[config.mk]
export PLATFORM = sky130hd
export DESIGN_NAME = uart_rx
export DESIGN_NICKNAME = d
export VERILOG_FILES = /design/src/rtl/uart_pkg.sv /design/src/rtl/sync_2ff.sv /design/src/rtl/uart_rx.sv
export SDC_FILE = /design/constraint.sdc
export NUM_CORES = 1
export LEC_CHECK = 0
export ABC_CLOCK_PERIOD_IN_PS = 2600
export CAP_MARGIN = 20
export CORE_ASPECT_RATIO = 1.1
export CORE_MARGIN = 5
export CORE_UTILIZATION = 38
export DETAILED_ROUTE_END_ITERATION = 16
export DONT_BUFFER_PORTS = 1
export HOLD_SLACK_MARGIN = 0.1
export PLACE_DENSITY = 0.61
export SLEW_MARGIN = 20
export SYNTH_ARGS = -nofsm -noshare
export SYNTH_HDL_FRONTEND = slang
export SYNTH_SLANG_ARGS = --single-unit
[constraint.sdc]
create_clock -name clk -period 2.6 [get_ports clk]
set_input_delay 0.52 -clock clk [delete_from_list [all_inputs] [get_ports clk]]
set_output_delay 0.52 -clock clk [all_outputs]
set_load 0.02 [all_outputs]
[src/rtl/uart_pkg.sv]
// Shared UART definitions, used by uart_rx and uart_tx.
//   state_e          : receiver/transmitter state encoding (3 bits)
//   DATA_BITS_DEF    : default payload width
//   CLKS_PER_BIT_DEF : default clk cycles per bit (12 MHz / 9600 baud)
package uart_pkg;

  localparam int DATA_BITS_DEF    = 8;
  localparam int CLKS_PER_BIT_DEF = 1250;

  typedef enum logic [2:0] {
    ST_IDLE  = 3'd0,
    ST_START = 3'd1,
    ST_DATA  = 3'd2,
    ST_STOP  = 3'd3,
    ST_BREAK = 3'd4
  } state_e;

endpackage

[src/rtl/sync_2ff.sv]
// Two-flop synchronizer for a single asynchronous bit.
//   clk : sampling clock
//   rst : async active-high reset, both flops go to 1 (UART idle level)
//   d   : asynchronous input
//   q   : synchronized output, 2 cycles behind d
module sync_2ff (
  input  logic clk,
  input  logic rst,
  input  logic d,
  output logic q
);

  logic meta_q;
  logic sync_q;

  always_ff @(posedge clk or posedge rst) begin
    if (rst) begin
      meta_q <= 1'b1;
      sync_q <= 1'b1;
    end else begin
      meta_q <= d;
      sync_q <= meta_q;
    end
  end

  assign q = sync_q;

endmodule

[src/rtl/uart_rx.sv]
// UART receiver, 8N1-style framing, LSB first, mid-bit sampling.
//   clk       : clock
//   rst       : async active-high reset
//   rx        : asynchronous serial line, idle high
//   data      : last correctly framed word
//   valid     : one-cycle pulse when data is updated
//   frame_err : one-cycle pulse when the stop bit is sampled low
//   busy      : high whenever the receiver is not idle
module uart_rx
  import uart_pkg::*;
#(
  parameter int CLKS_PER_BIT = CLKS_PER_BIT_DEF,
  parameter int DATA_BITS    = DATA_BITS_DEF
) (
  input  logic                 clk,
  input  logic                 rst,
  input  logic                 rx,
  output logic [DATA_BITS-1:0] data,
  output logic                 valid,
  output logic                 frame_err,
  output logic                 busy
);

  localparam logic [15:0] HALF_M1  = 16'(CLKS_PER_BIT / 2 - 1);
  localparam logic [15:0] FULL_M1  = 16'(CLKS_PER_BIT - 1);
  localparam logic [2:0]  LAST_IDX = 3'(DATA_BITS - 1);

  logic rx_s;

  sync_2ff u_sync (
    .clk (clk),
    .rst (rst),
    .d   (rx),
    .q   (rx_s)
  );

  state_e               state_q, state_d;
  logic [15:0]          cnt_q, cnt_d;
  logic [2:0]           idx_q, idx_d;
  logic [DATA_BITS-1:0] shift_q, shift_d;
  logic [DATA_BITS-1:0] data_q, data_d;
  logic                 valid_q, valid_d;
  logic                 ferr_q, ferr_d;

  always_ff @(posedge clk or posedge rst) begin
    if (rst) begin
      state_q <= ST_IDLE;
      cnt_q   <= '0;
      idx_q   <= '0;
      shift_q <= '0;
      data_q  <= '0;
      valid_q <= 1'b0;
      ferr_q  <= 1'b0;
    end else begin
      state_q <= state_d;
      cnt_q   <= cnt_d;
      idx_q   <= idx_d;
      shift_q <= shift_d;
      data_q  <= data_d;
      valid_q <= valid_d;
      ferr_q  <= ferr_d;
    end
  end

  always_comb begin
    state_d = state_q;
    cnt_d   = cnt_q;
    idx_d   = idx_q;
    shift_d = shift_q;
    data_d  = data_q;
    valid_d = 1'b0;
    ferr_d  = 1'b0;
    unique case (state_q)
      ST_IDLE: begin
        cnt_d = '0;
        idx_d = '0;
        if (!rx_s) state_d = ST_START;
      end
      ST_START: begin
        // Re-check the line at mid start bit; a high level means a glitch.
        if (cnt_q == HALF_M1) begin
          cnt_d   = '0;
          idx_d   = '0;
          state_d = rx_s ? ST_IDLE : ST_DATA;
        end else begin
          cnt_d = cnt_q + 16'd1;
        end
      end
      ST_DATA: begin
        // Counting a full bit from mid start bit lands on mid data bit.
        if (cnt_q == FULL_M1) begin
          cnt_d          = '0;
          shift_d[idx_q] = rx_s;
          idx_d          = idx_q + 3'd1;
          if (idx_q == LAST_IDX) state_d = ST_STOP;
        end else begin
          cnt_d = cnt_q + 16'd1;
        end
      end
      ST_STOP: begin
        // Leaving at mid stop bit leaves half a bit of slack to catch a
        // back-to-back start edge.
        if (cnt_q == FULL_M1) begin
          cnt_d = '0;
          if (rx_s) begin
            data_d  = shift_q;
            valid_d = 1'b1;
            state_d = ST_IDLE;
          end else begin
            ferr_d  = 1'b1;
            state_d = ST_BREAK;
          end
        end else begin
          cnt_d = cnt_q + 16'd1;
        end
      end
      ST_BREAK: begin
        // Wait out a held-low line so it is not mistaken for a start bit.
        cnt_d = '0;
        if (rx_s) state_d = ST_IDLE;
      end
      default: begin
        cnt_d   = '0;
        state_d = ST_IDLE;
      end
    endcase
  end

  assign data      = data_q;
  assign valid     = valid_q;
  assign frame_err = ferr_q;
  assign busy      = (state_q != ST_IDLE);

endmodule

# == Yosys cells after proc, flatten, opt, wreduce, memory -nomap -nowiden ==
# Index checks and enable logic that the tools add are counted.
# Widths: inputs -> output; s select.
# word_totals
regBits,42
in_bits,3
out_inout_bits,11
elab_cells,59
# op_classes
addsub,2
order_cmp,2
eq_ne,13
n_mux,24
n_reduce_logical,9
# op_table
op,count
$mux 16,2
$pmux 16 s2,1
$mux 3,9
$add 16x1->16 const B,1
$eq 16x10->1 const B,1
$eq 16x11->1 const B,1
$pmux 3 s5,1
$ne 2x2->1 const B,5
$pmux 3 s3,1
$bwmux 8,1
$mux 1,7
$eq 3x2->1 const B,2
$eq 3x3->1 const B,2
$reduce_and 3->1,2
$reduce_and 6->1,1
$reduce_bool 3->1,2
$lt 3x4->1 const B,1
$add 3x1->3 const B,1
$demux 1 s3,1
$eq 3x1->1 const B,1
$ge 3x1->1 const B,1
$logic_not 3->1,1
$mux 2,1
$ne 2x1->1 const B,1
3 further kinds,3

# == Depth between registers and ports, before layout ==
# logic_depth
depth_word,5
mapped_depth,8

# == Modules after synthesis ==
# From an unflattened synthesis, not the netlist that was laid out.
# hier_totals
cells_unflattened,191
area_unflattened_um2,2069.5
# modules_own_cells
mod,n_inst,cells_each,area_each_um2,seq_area_each_um2
uart_rx,1,188,2013.2,1001.0
sync_2ff,1,3,56.3,52.6

# == Least setup slack after synthesis ==
# No wires, ideal clock.
# synth_timing
path_kind,reg2reg
startpoint,register cnt_q[1]
endpoint,register cnt_q[15]
t_arrival_ns,2.177
slack_ns,0.305
stages_incl_launch_ff,9
synth_period_minus_slack_ns,2.295
cell_sequence,dfrtp_1 -> inv_1 -> ha_1 -> or4bb_1 -> or4_1 -> buf_2 -> a22oi_4 -> buf_4 -> nor2_1
# synth_via
elab_chain_cells,3
# synth_rtl
item,line,rtl
from (decl),uart_rx.sv:38,"logic [15:0] cnt_q, cnt_d;"
from (signal assigned),uart_rx.sv:56,cnt_q <= cnt_d;
"$add 16x1->16, or another cell as far along","uart_rx.sv:86, uart_rx.sv:97, uart_rx.sv:114",
$mux 16 (on tied branches),"uart_rx.sv:91, uart_rx.sv:103, uart_rx.sv:81",
$pmux 16 s2 *,uart_rx.sv:73,unique case (state_q)
via cnt_d[15],uart_rx.sv:38,
# Mark *: on every way through the listed nets, which the timed path passes. The rest lies on a longest branch.
# A chain may end at the register's enable or synchronous reset.

# == Final worst setup path ==
# layout_timing
startpoint,register cnt_q[1]
endpoint,register cnt_q[5]
# Same word-level chain as after synthesis.

==> flow_summary.yaml <==
run_status:
  outcome: "complete, no violations"
floorplan:
  die-height_um: 87.3
  initial_utilization_pct: 38.7
  core_um2: 5330
  die_width_um: 80.2
  std_cell_rows: 28
  design.portCount: 14
  die-area_um2: 7000
pwr:
  pwr-share-clk_pct: 47.3
  power_density_normalized_to_cell_area_nw_per_um2: 549
  swShare_pct: 18.6
  ir_worst_vdd_mv: 0.388
  cell_internal_pwr_w: 0.00104
  static-leakage-power_nw: 1.02
  switchingPower_w: 0.000238
  power.combinational.fraction_pct: 1.2
  sequentialPowerShare_pct: 51.4
routing:
  drt_pre_antenna_iters: 4
  num_vias: 1391
  initialDrtViolationCount: 81
  drt-vias-per-instance: 5.08
  post-route-drc-count: 0
  routedWlPerCell_um: 13.0
  route.final.wire_length_um: 3570
  antenna_left: 0
clock_tree:
  ctsResizeCount: 0
  clkSlewWorstSetupHoldPaths_ns: 0.08
  clock-root-buffer: "sky130_fd_sc_hd__clkbuf_8"
  htree_num_levels: 2
  clk-insertion-delay-late_ns: 0.29
  clk_path_buf_depth: 2
  cts_setup_buffers: 0
  clock-sinks: 42
  cts_buffers: 5
  clock_tree_from_tritoncts: "done"
  cts-hold-fix-buffers: 0
sta:
  worstMarginPinSlew_ns: 0.414
  timing.final.max_slew_violations: 0
  number_of_setup_violations_in_the_final_report: 0
  final.setup.worst_slack_ns: 0.250
  hold_violations: 0
  timing.final.crit_period_ns: 2.35
  worst_clock_skew_ns: 0.00859
  grt_setup_unrepaired: "false"
  setup_total_negative_slack_ns: 0
  worst_slew_margin_rel_pct: 72.1
  final_min_period_over_clock_period_pct: 90.4
  fmax_mhz: 426
cells_and_area:
  n_antenna_cell: 0
  final_layout_size_suffix_gt1_share_pct: 19.6
  area_growth_syn_to_layout_pct: 13.0
  design.final.nets: 206
  final_cell_count_no_fill: 274
setup_path:
  start_kind: "register"
  cpMaxStageDelayCell: "sky130_fd_sc_hd__or4_1"
  worst_r2r_path_depth: 7
  worst-path-buf-inv: 2
  crit_family: "simple AND/OR/NAND/NOR gates"
  cp_data_required_time_ns: 2.78
  crit_path_cell_trace: "inv_1, ha_1, or4bb_1, or4_1, a22oi_4, buf_12, nor2_1"
  critical_path.endpoint_type: "register"
  critPathKind: "register to register"
  worst_ep_arrival_time_ns: 2.53
  crit_path_max_incr_delay_ns: 0.63
  worstSetupPathDepth: 7
  critical_path_peak_fanout: 17
synth:
  post_synth_inst_count: 191
  most_frequently_used_flop_master_after_synthesis: "sky130_fd_sc_hd__dfrtp_1"
  avgSynthCellArea_um2: 10.8
  synthArstFlopShare_pct: 100
  synth_cell_types: 37
  syn_nets: 199
  synth.ff_latch_count: 42
  synth-warning-count: 0
  seq_area_frac_synth_pct: 51.1
  synth-edff-count: 0
  synthesis.area_um2: 2060
place:
  place_congestion: 0.786
  number_of_i_o_port_buffers: 0
  preCtsSetupSlack_ns: 0.248
  place.detailed.instances: 266
  placed_wire_length_estimate_um: 2530
grt:
  grt_start_max_net_pins: 22
  grt_first_pass_wirelength_um: 6280
  number_of_antenna_violations_at_the_first_check_in_global_routing: 0
  globalRoute.totalOverflow: 0
  first_global_vias: 1296
  grt_usage_pct: 11.4
hold_path:
  hold_path_class: "input port to async pin"
run:
  max-cap-violations: 0
## final cells by class
cell class | instances | area [µm²]
sequential | 42 | 1050
timing repair buffer | 8 | 72.6
clock inverter | 3 | 68.8
multi-input combinational | 130 | 932
inverter | 11 | 41.3
clock buffer | 5 | 68.8
tap | 75 | 93.8
fill | 535 | 2990
## power groups by stage
stage / Clock (W) / Combinational (W) / Sequential [W]
3_5_place_dp: 0 / 0.0000171 / 0.000672
3_3_place_gp: 0 / 0.0000171 / 0.000672
5_1_grt: 0.000658 / 0.0000192 / 0.000660
6_report: 0.000606 / 0.0000155 / 0.000659
2_1_floorplan: 0 / 0.0000123 / 0.000669
4_1_cts: 0.000628 / 0.0000172 / 0.000659
## per-stage QoR
| stage | util, % | total power (W) | area (µm²) | hold slack, ns |
|---|---|---|---|---|
| 5_1_grt | 43.8 | 0.00134 | 2330 | 0.171 |
| 3_3_place_gp | 41.2 | 0.000689 | 2190 | 0.356 |
| 3_5_place_dp | 41.2 | 0.000689 | 2190 | 0.355 |
| 2_1_floorplan | - | 0.000681 | 2060 | 0.345 |
| 6_report | 43.8 | 0.00128 | 2330 | 0.158 |
| 4_1_cts | 43.8 | 0.00130 | 2330 | 0.164 |
## cell usage after synthesis, drive strengths merged (5+ instances only)
| library cell | number | share of area, % |
|---|---|---|
| inv | 11 | 2.0 |
| nand4 | 8 | 2.4 |
| clkbuf | 6 | 1.1 |
| nor2b | 5 | 1.5 |
| nor2 | 24 | 4.4 |
| dfrtp | 40 | 49 |
| nand3 | 11 | 2.7 |
| mux2 | 16 | 8.7 |
| nand2 | 6 | 1.1 |
| xnor2 | 13 | 5.5 |
| ha | 5 | 3.0 |
| o21ai | 5 | 1.2 |
| nor4 | 6 | 2.1 |
## registers in the layout, indices dropped and copies added (netlist names)
register       cells
shift_q            8
frame_err          1
cnt_q             16
state_q            3
u_sync.meta_q      1
valid              1
idx_q              3
data               8
u_sync.q           1
## cell families after synthesis
family                   after synthesis  share of synthesized area (%)
multiplexers                          16                           8.74
XOR/XNOR                              14                           5.95
AO/OA/AOI/OAI                         15                           5.70
AND/OR/NAND/NOR                       80                           21.8
buffers and inverters                 19                           3.70
flip-flops                            42                           51.1
adder cells (fa/ha/maj)                5                           3.03
## cell usage in the layout (no fill, tap or decap), types with 2 or more instances in the layout
cell type | synthesis | final
sky130_fd_sc_hd__nand4_1 | 8 | 8
sky130_fd_sc_hd__or4_4 | 2 | 2
sky130_fd_sc_hd__nand4b_1 | 3 | 3
sky130_fd_sc_hd__o221ai_1 | 2 | 2
sky130_fd_sc_hd__nand2_1 | 6 | 6
sky130_fd_sc_hd__buf_4 | 1 | 7
sky130_fd_sc_hd__or4_1 | 2 | 2
sky130_fd_sc_hd__o21ai_0 | 4 | 4
sky130_fd_sc_hd__inv_1 | 11 | 11
sky130_fd_sc_hd__mux2_2 | 16 | 16
sky130_fd_sc_hd__xnor2_1 | 13 | 13
sky130_fd_sc_hd__dfrtp_1 | 40 | 40
sky130_fd_sc_hd__bufinv_16 | 0 | 2
sky130_fd_sc_hd__dfstp_2 | 2 | 2
sky130_fd_sc_hd__clkbuf_8 | 0 | 5
sky130_fd_sc_hd__nor3_1 | 4 | 4
sky130_fd_sc_hd__ha_1 | 5 | 5
sky130_fd_sc_hd__nor2b_1 | 5 | 5
sky130_fd_sc_hd__a21oi_1 | 3 | 3
sky130_fd_sc_hd__nand3_1 | 11 | 11
sky130_fd_sc_hd__or3_1 | 2 | 2
sky130_fd_sc_hd__or4bb_1 | 2 | 2
sky130_fd_sc_hd__nor2_1 | 24 | 24
sky130_fd_sc_hd__nor4_1 | 5 | 5
## final timing paths
check | start | to | slack (ns)
setup / recovery | cnt_q[1] | cnt_q[5] | 0.25
hold / removal | rst | cnt_q[6] | 0.16
setup reg to reg | cnt_q[1] | cnt_q[5] | 0.25
hold reg to reg | u_sync.meta_q | u_sync.q | 0.37
max in group asynchronous | rst | u_sync.meta_q | 2.16
min in group clk | rx | u_sync.meta_q | 0.23
## routing by layer
layer  track usage [%]  share of wire (%)  vias to the layer above
met1              14.7                 47                      678
met3              3.21                3.1                        2
met5                 0                  0                        -
li1                  -                  -                      693
met2              18.9                 49                       18
met4              2.76               0.20                        0
No activity file was read; power rests on OpenSTA's default activity.
==> edit 1 (same flow settings) <==
Add an input register stage for `rx`; this delays it by one clock.
--- a/src/rtl/uart_rx.sv
+++ b/src/rtl/uart_rx.sv
@@ -25,12 +25,18 @@
   localparam logic [15:0] FULL_M1  = 16'(CLKS_PER_BIT - 1);
   localparam logic [2:0]  LAST_IDX = 3'(DATA_BITS - 1);
 
+  logic rx_q;
+
+  always_ff @(posedge clk) begin
+    rx_q <= rx;
+  end
+
   logic rx_s;
 
   sync_2ff u_sync (
     .clk (clk),
     .rst (rst),
-    .d   (rx),
+    .d   (rx_q),
     .q   (rx_s)
   );
 
Formal check against the unedited RTL: not equivalent (Yosys sat finds a counterexample within 4 cycles, from zero or initial values and one cycle with rst high).
==> edit 1 against the original RTL <==
  * Routed wire length shrank 0.25%
  * Final area shrank 1.7%
  * Total power shrank 12%
  * Synthesized area grew 0.97%
  * Worst setup slack gained 0.014 ns
  * Synthesized cell count grew 0.52%
  * Sequential cell count grew 1
==> edit 1: results (changes against the original RTL) <==
Outcome
  – Run status: complete, no violations

STA
  – Rel. slew slack: 64.5% (-7.6 points)
  – Final worst hold slack: 0.235 ns (+0.0776 ns)
  – Setup slack after layout: 0.264 ns (+0.0136 ns)

Route
  – WL final: 3560 um (-0.25%)
  – Via density: 5.16 (+1.6%)
  – Starting DRT DRC Count: 59 (-27%)

Placement
  – Post-Place Cell Area: 2200 um^2 (+0.23%)
  – Post-detail-place hpwl: 2460 um (-2.7%)
  – Routability Congestion: 0.791 (+0.67%)
  – Placed insts: 265 (-0.38%)
  – Worst slack, placed: 0.246 ns (-0.00140 ns)

Logic synthesis
  – Mux cell area share after synthesis: 8.65% (-0.084 points)
  – Mean post-synth cell area: 10.8 um^2 (+0.44%)
  – Yosys cell types: 38 (+2.7%)
  – Syn nets: 200 (+0.50%)
  – FFs w/ async S/R, synth: 97.7% (-2.3 points)
  – Top post-synthesis cells by area: dfrtp_1 48%, mux2_2 8.7%, xnor2_1 5.5%
  – Post-synthesis compound-gate area fraction: 5.65% (-0.055 points)
  – Synth Area in Adders: 3.00% (-0.029 points)

Layout
  – Filler instances: 523 (-2.2%)
  – Fin util: 42.8% (-1.0 points)
  – Layout cells sized above 1: 18.7% (-0.91 points)
  – Nets@finish: 205 (-0.49%)

Power
  – P_leak: 0.995 nW (-2.5%)
  – Maximum vdd drop: 0.342 mV (-12%)

Setup path
  – Crit path largest cell delay: 0.61 ns (-0.02 ns)

Global routing
  – First-pass GRT wire length: 6420 um (+2.2%)
  – Largest net degree at the start of global routing: 43 (+95%)
  – GRT Overall Usage: 11.6% (+0.21 points)
  – Number of global-route vias before repair: 1397 (+7.8%)
==> edit 1: changes by cell type after synthesis, sizes merged <==
cell / before / now
dfxtp: 0 / 1
==> edit 1: layout make-up <==
type / count / area share (%)
inverter: 11 / 1.80
tap: 75 / 4.09
clock inverter: 3 / 1.09
timing repair buffer: 6 / 2.51
sequential: 43 / 46.8
multi-input combinational: 130 / 40.7
clock buffer: 5 / 3.00
==> edit 1: path summary, 6_finish.rpt <==
kind / startpoint / end
setup / recovery: cnt_q[1] / state_q[0]
hold / removal: rst / cnt_q[8]
setup reg to reg: cnt_q[1] / state_q[0]
hold reg to reg: rx_q / u_sync.meta_q
max in group asynchronous: rst / u_sync.q
min in group clk: rx / rx_q
==> edit 1: power breakdown <==
part	switching, mW	leakage, nW	internal, mW
combinational	0.0129	0.377	0.00177
clock	0.242	0.0443	0.192
sequential	0.00337	0.574	0.672
==> edit 1: routing by layer <==
metal	wire length (um)	track usage (%)
met5	0	0
met1	1590	14.8
met4	52	3.69
met3	115	3.09
met2	1810	19.3
==> edit 2 (same settings) <==
Made on the original files. Set the package constant `DATA_BITS_DEF` to 10 (it was 8).
--- a/src/rtl/uart_pkg.sv
+++ b/src/rtl/uart_pkg.sv
@@ -4,7 +4,7 @@
 //   CLKS_PER_BIT_DEF : default clk cycles per bit (12 MHz / 9600 baud)
 package uart_pkg;
 
-  localparam int DATA_BITS_DEF    = 8;
+  localparam int DATA_BITS_DEF    = 10;
   localparam int CLKS_PER_BIT_DEF = 1250;
 
   typedef enum logic [2:0] {
Interface: changed (resized data); port bits go from 14 to 16. No check against the original RTL was run, so the function may have changed too.
==> edit 2 against the original RTL <==
  * Synthesized cell count up 3.1%
  * Synthesized area up 0.12%
  * Total power fell by 13%
  * Final area is 5.4% lower
  * Sequential cell count unchanged
  * Clock skew up 0.0029 ns
  * Routed wire length is 1.7% higher
  * Worst setup slack gained 0.13 ns
  * Critical path type unchanged
  * Largest power group unchanged
==> edit 2: results (changes against the original RTL) <==
Outcome
  – Run status: complete, no violations

Logic synthesis
  – Top post-synthesis cells by area: dfrtp_1 48%, mux2_2 8.2%, nor2_1 5.8%
  – Seq/Total Area, Yosys: 51.0% (-0.062 points)
  – Mean post-synth cell area: 10.5 um^2 (-2.9%)
  – Synth warn: 0 (unchanged)
  – Yosys cell types: 41 (+11%)
  – Synth cell count leaders: 40 x dfrtp_1, 32 x nor2_1, 15 x mux2_2, 13 x nand2_1, 10 x inv_1
  – Ys flop type: dfrtp_1
  – FFs w/ async S/R, synth: 100% (unchanged)

Power
  – P_leak: 0.983 nW (-3.7%)
  – Maximum vdd drop: 0.211 mV (-46%)

Layout
  – Post-Layout Cell Count: 274 (unchanged)
  – Layout cells sized above 1: 15.6% (-4.0 points)
  – Nets@finish: 206 (unchanged)
  – Most flops, register: cnt_q
  – Diode count: 0 (unchanged)
  – Max FFs per register: 16 (unchanged)

Hold path
  – Hold Path Class: in2async

Placement
  – Routability Congestion: 0.886 (+13%)
  – Post-detail-place hpwl: 2610 um (+3.2%)
  – I/O Buffers: 0 (unchanged)

Global routing
  – Largest net degree at the start of global routing: 23 (+4.5%)
  – GRT Overall Usage: 12.2% (+0.76 points)
  – Antenna violations before repair: 0 (unchanged)
  – Number of global-route vias before repair: 1441 (+11%)
  – First-pass GRT wire length: 6680 um (+6.4%)

Clock network
  – H-tree depth: 2 (unchanged)
  – Clk buf depth: 2 (unchanged)
  – Post-CTS setup repair buffer count: 0 (unchanged)
  – Resized Gates After CTS: 0 (unchanged)
  – Clock root cell: clkbuf_8
  – Clock latency at the later pin of the worst-skew pair: 0.30 ns
  – TritonCTS Buffers: 5 (unchanged)
  – Clock transition at path regs: 0.09 ns

Route
  – Routed WL per cell: 13.3 um (+1.7%)
  – Starting DRT DRC Count: 119 (+47%)
  – Via density: 4.99 (-1.7%)
  – Detailed Routing Iterations Pass 1: 4 (unchanged)
  – Residual DRC count: 0 (unchanged)

STA
  – Clk_skew: 0.0115 ns (+0.00286 ns)
  – Slew @ Worst Pin: 0.721 ns (+0.307 ns)

Setup path
  – Critical path peak fanout: 10 (-7)
[edit 2: cell count changes after synthesis, sizes merged, moves of 3 or more]
cell / delta
nand2: +8
buf: +3
xnor2: -7
nor2: +8
and3: +5
or4: -3
xor2: +7
clkbuf: -3
nor2b: -5
nor4: -3
[edit 2: area by class of cell]
type | count | area (um^2)
clock buffer | 6 | 82.6
clock inverter | 2 | 12.5
fill | 542 | 3120
inverter | 10 | 37.5
multi-input combinational | 138 | 917
sequential | 42 | 1050
tap | 75 | 93.8
timing repair buffer | 1 | 7.51
[edit 2: power breakdown]
group          switching (mW)  internal, mW
Clock                   0.227         0.214
Sequential            0.00288         0.656
Combinational          0.0157       0.00189
Total                   0.246         0.871
[edit 2: critical path, stage by stage, from the launching register on]
cell and delay (ns):
dfrtp_1 0.43, nor4_1 0.30, and4_1 0.45, nand2_2 0.13, or4_1 0.50, mux2_1 0.32
[edit 2: kinds of logic (layout without fill, tap and decap cells)]
family | count (synthesis) | in the layout | share of synthesized area, %
simple gates | 85 | 85 | 20.9
flops | 42 | 42 | 51.0
buf+inv | 18 | 19 | 4.73
compound gates | 16 | 16 | 5.45
mux | 16 | 16 | 8.73
xor+xnor | 14 | 14 | 5.94
fa+ha+maj | 5 | 5 | 3.03
other cells | 1 | 2 | 0.182
[edit 2: metrics by stage]
| step | power (mW) | worst slack (ns) | area, um^2 | util (%) |
|---|---|---|---|---|
| floorplan | 0.687 | 0.656 | 2070 | - |
| global placement | 0.691 | 0.434 | 2110 | 39.6 |
| detailed placement | 0.691 | 0.405 | 2110 | 39.6 |
| CTS | 1.13 | 0.386 | 2200 | 41.4 |
| global route | 1.17 | 0.209 | 2200 | 41.4 |
| finish | 1.12 | 0.379 | 2200 | 41.4 |
[edit 2: per-layer routing]
metal	vias up	routed length (um)	global-route usage, %
li1	682	-	-
met1	667	1700	15.4
met2	15	1790	19.9
met3	3	106	3.52
met4	0	35	3.99
met5	-	0	0
[edit 2: worst paths after layout]
kind / start / end / slack, ns / cells past startpoint
max: cnt_q[8] / shift_q[6] / 0.38 / 5
max reg2reg: cnt_q[8] / shift_q[6] / 0.38 / 5
max in group asynchronous: rst / idx_q[0] / 1.79 / 2
min: rst / data[3] / 0.13 / 1
min reg2reg: u_sync.meta_q / u_sync.q / 0.36 / 0
min in group clk: rx / u_sync.meta_q / 0.21 / 0
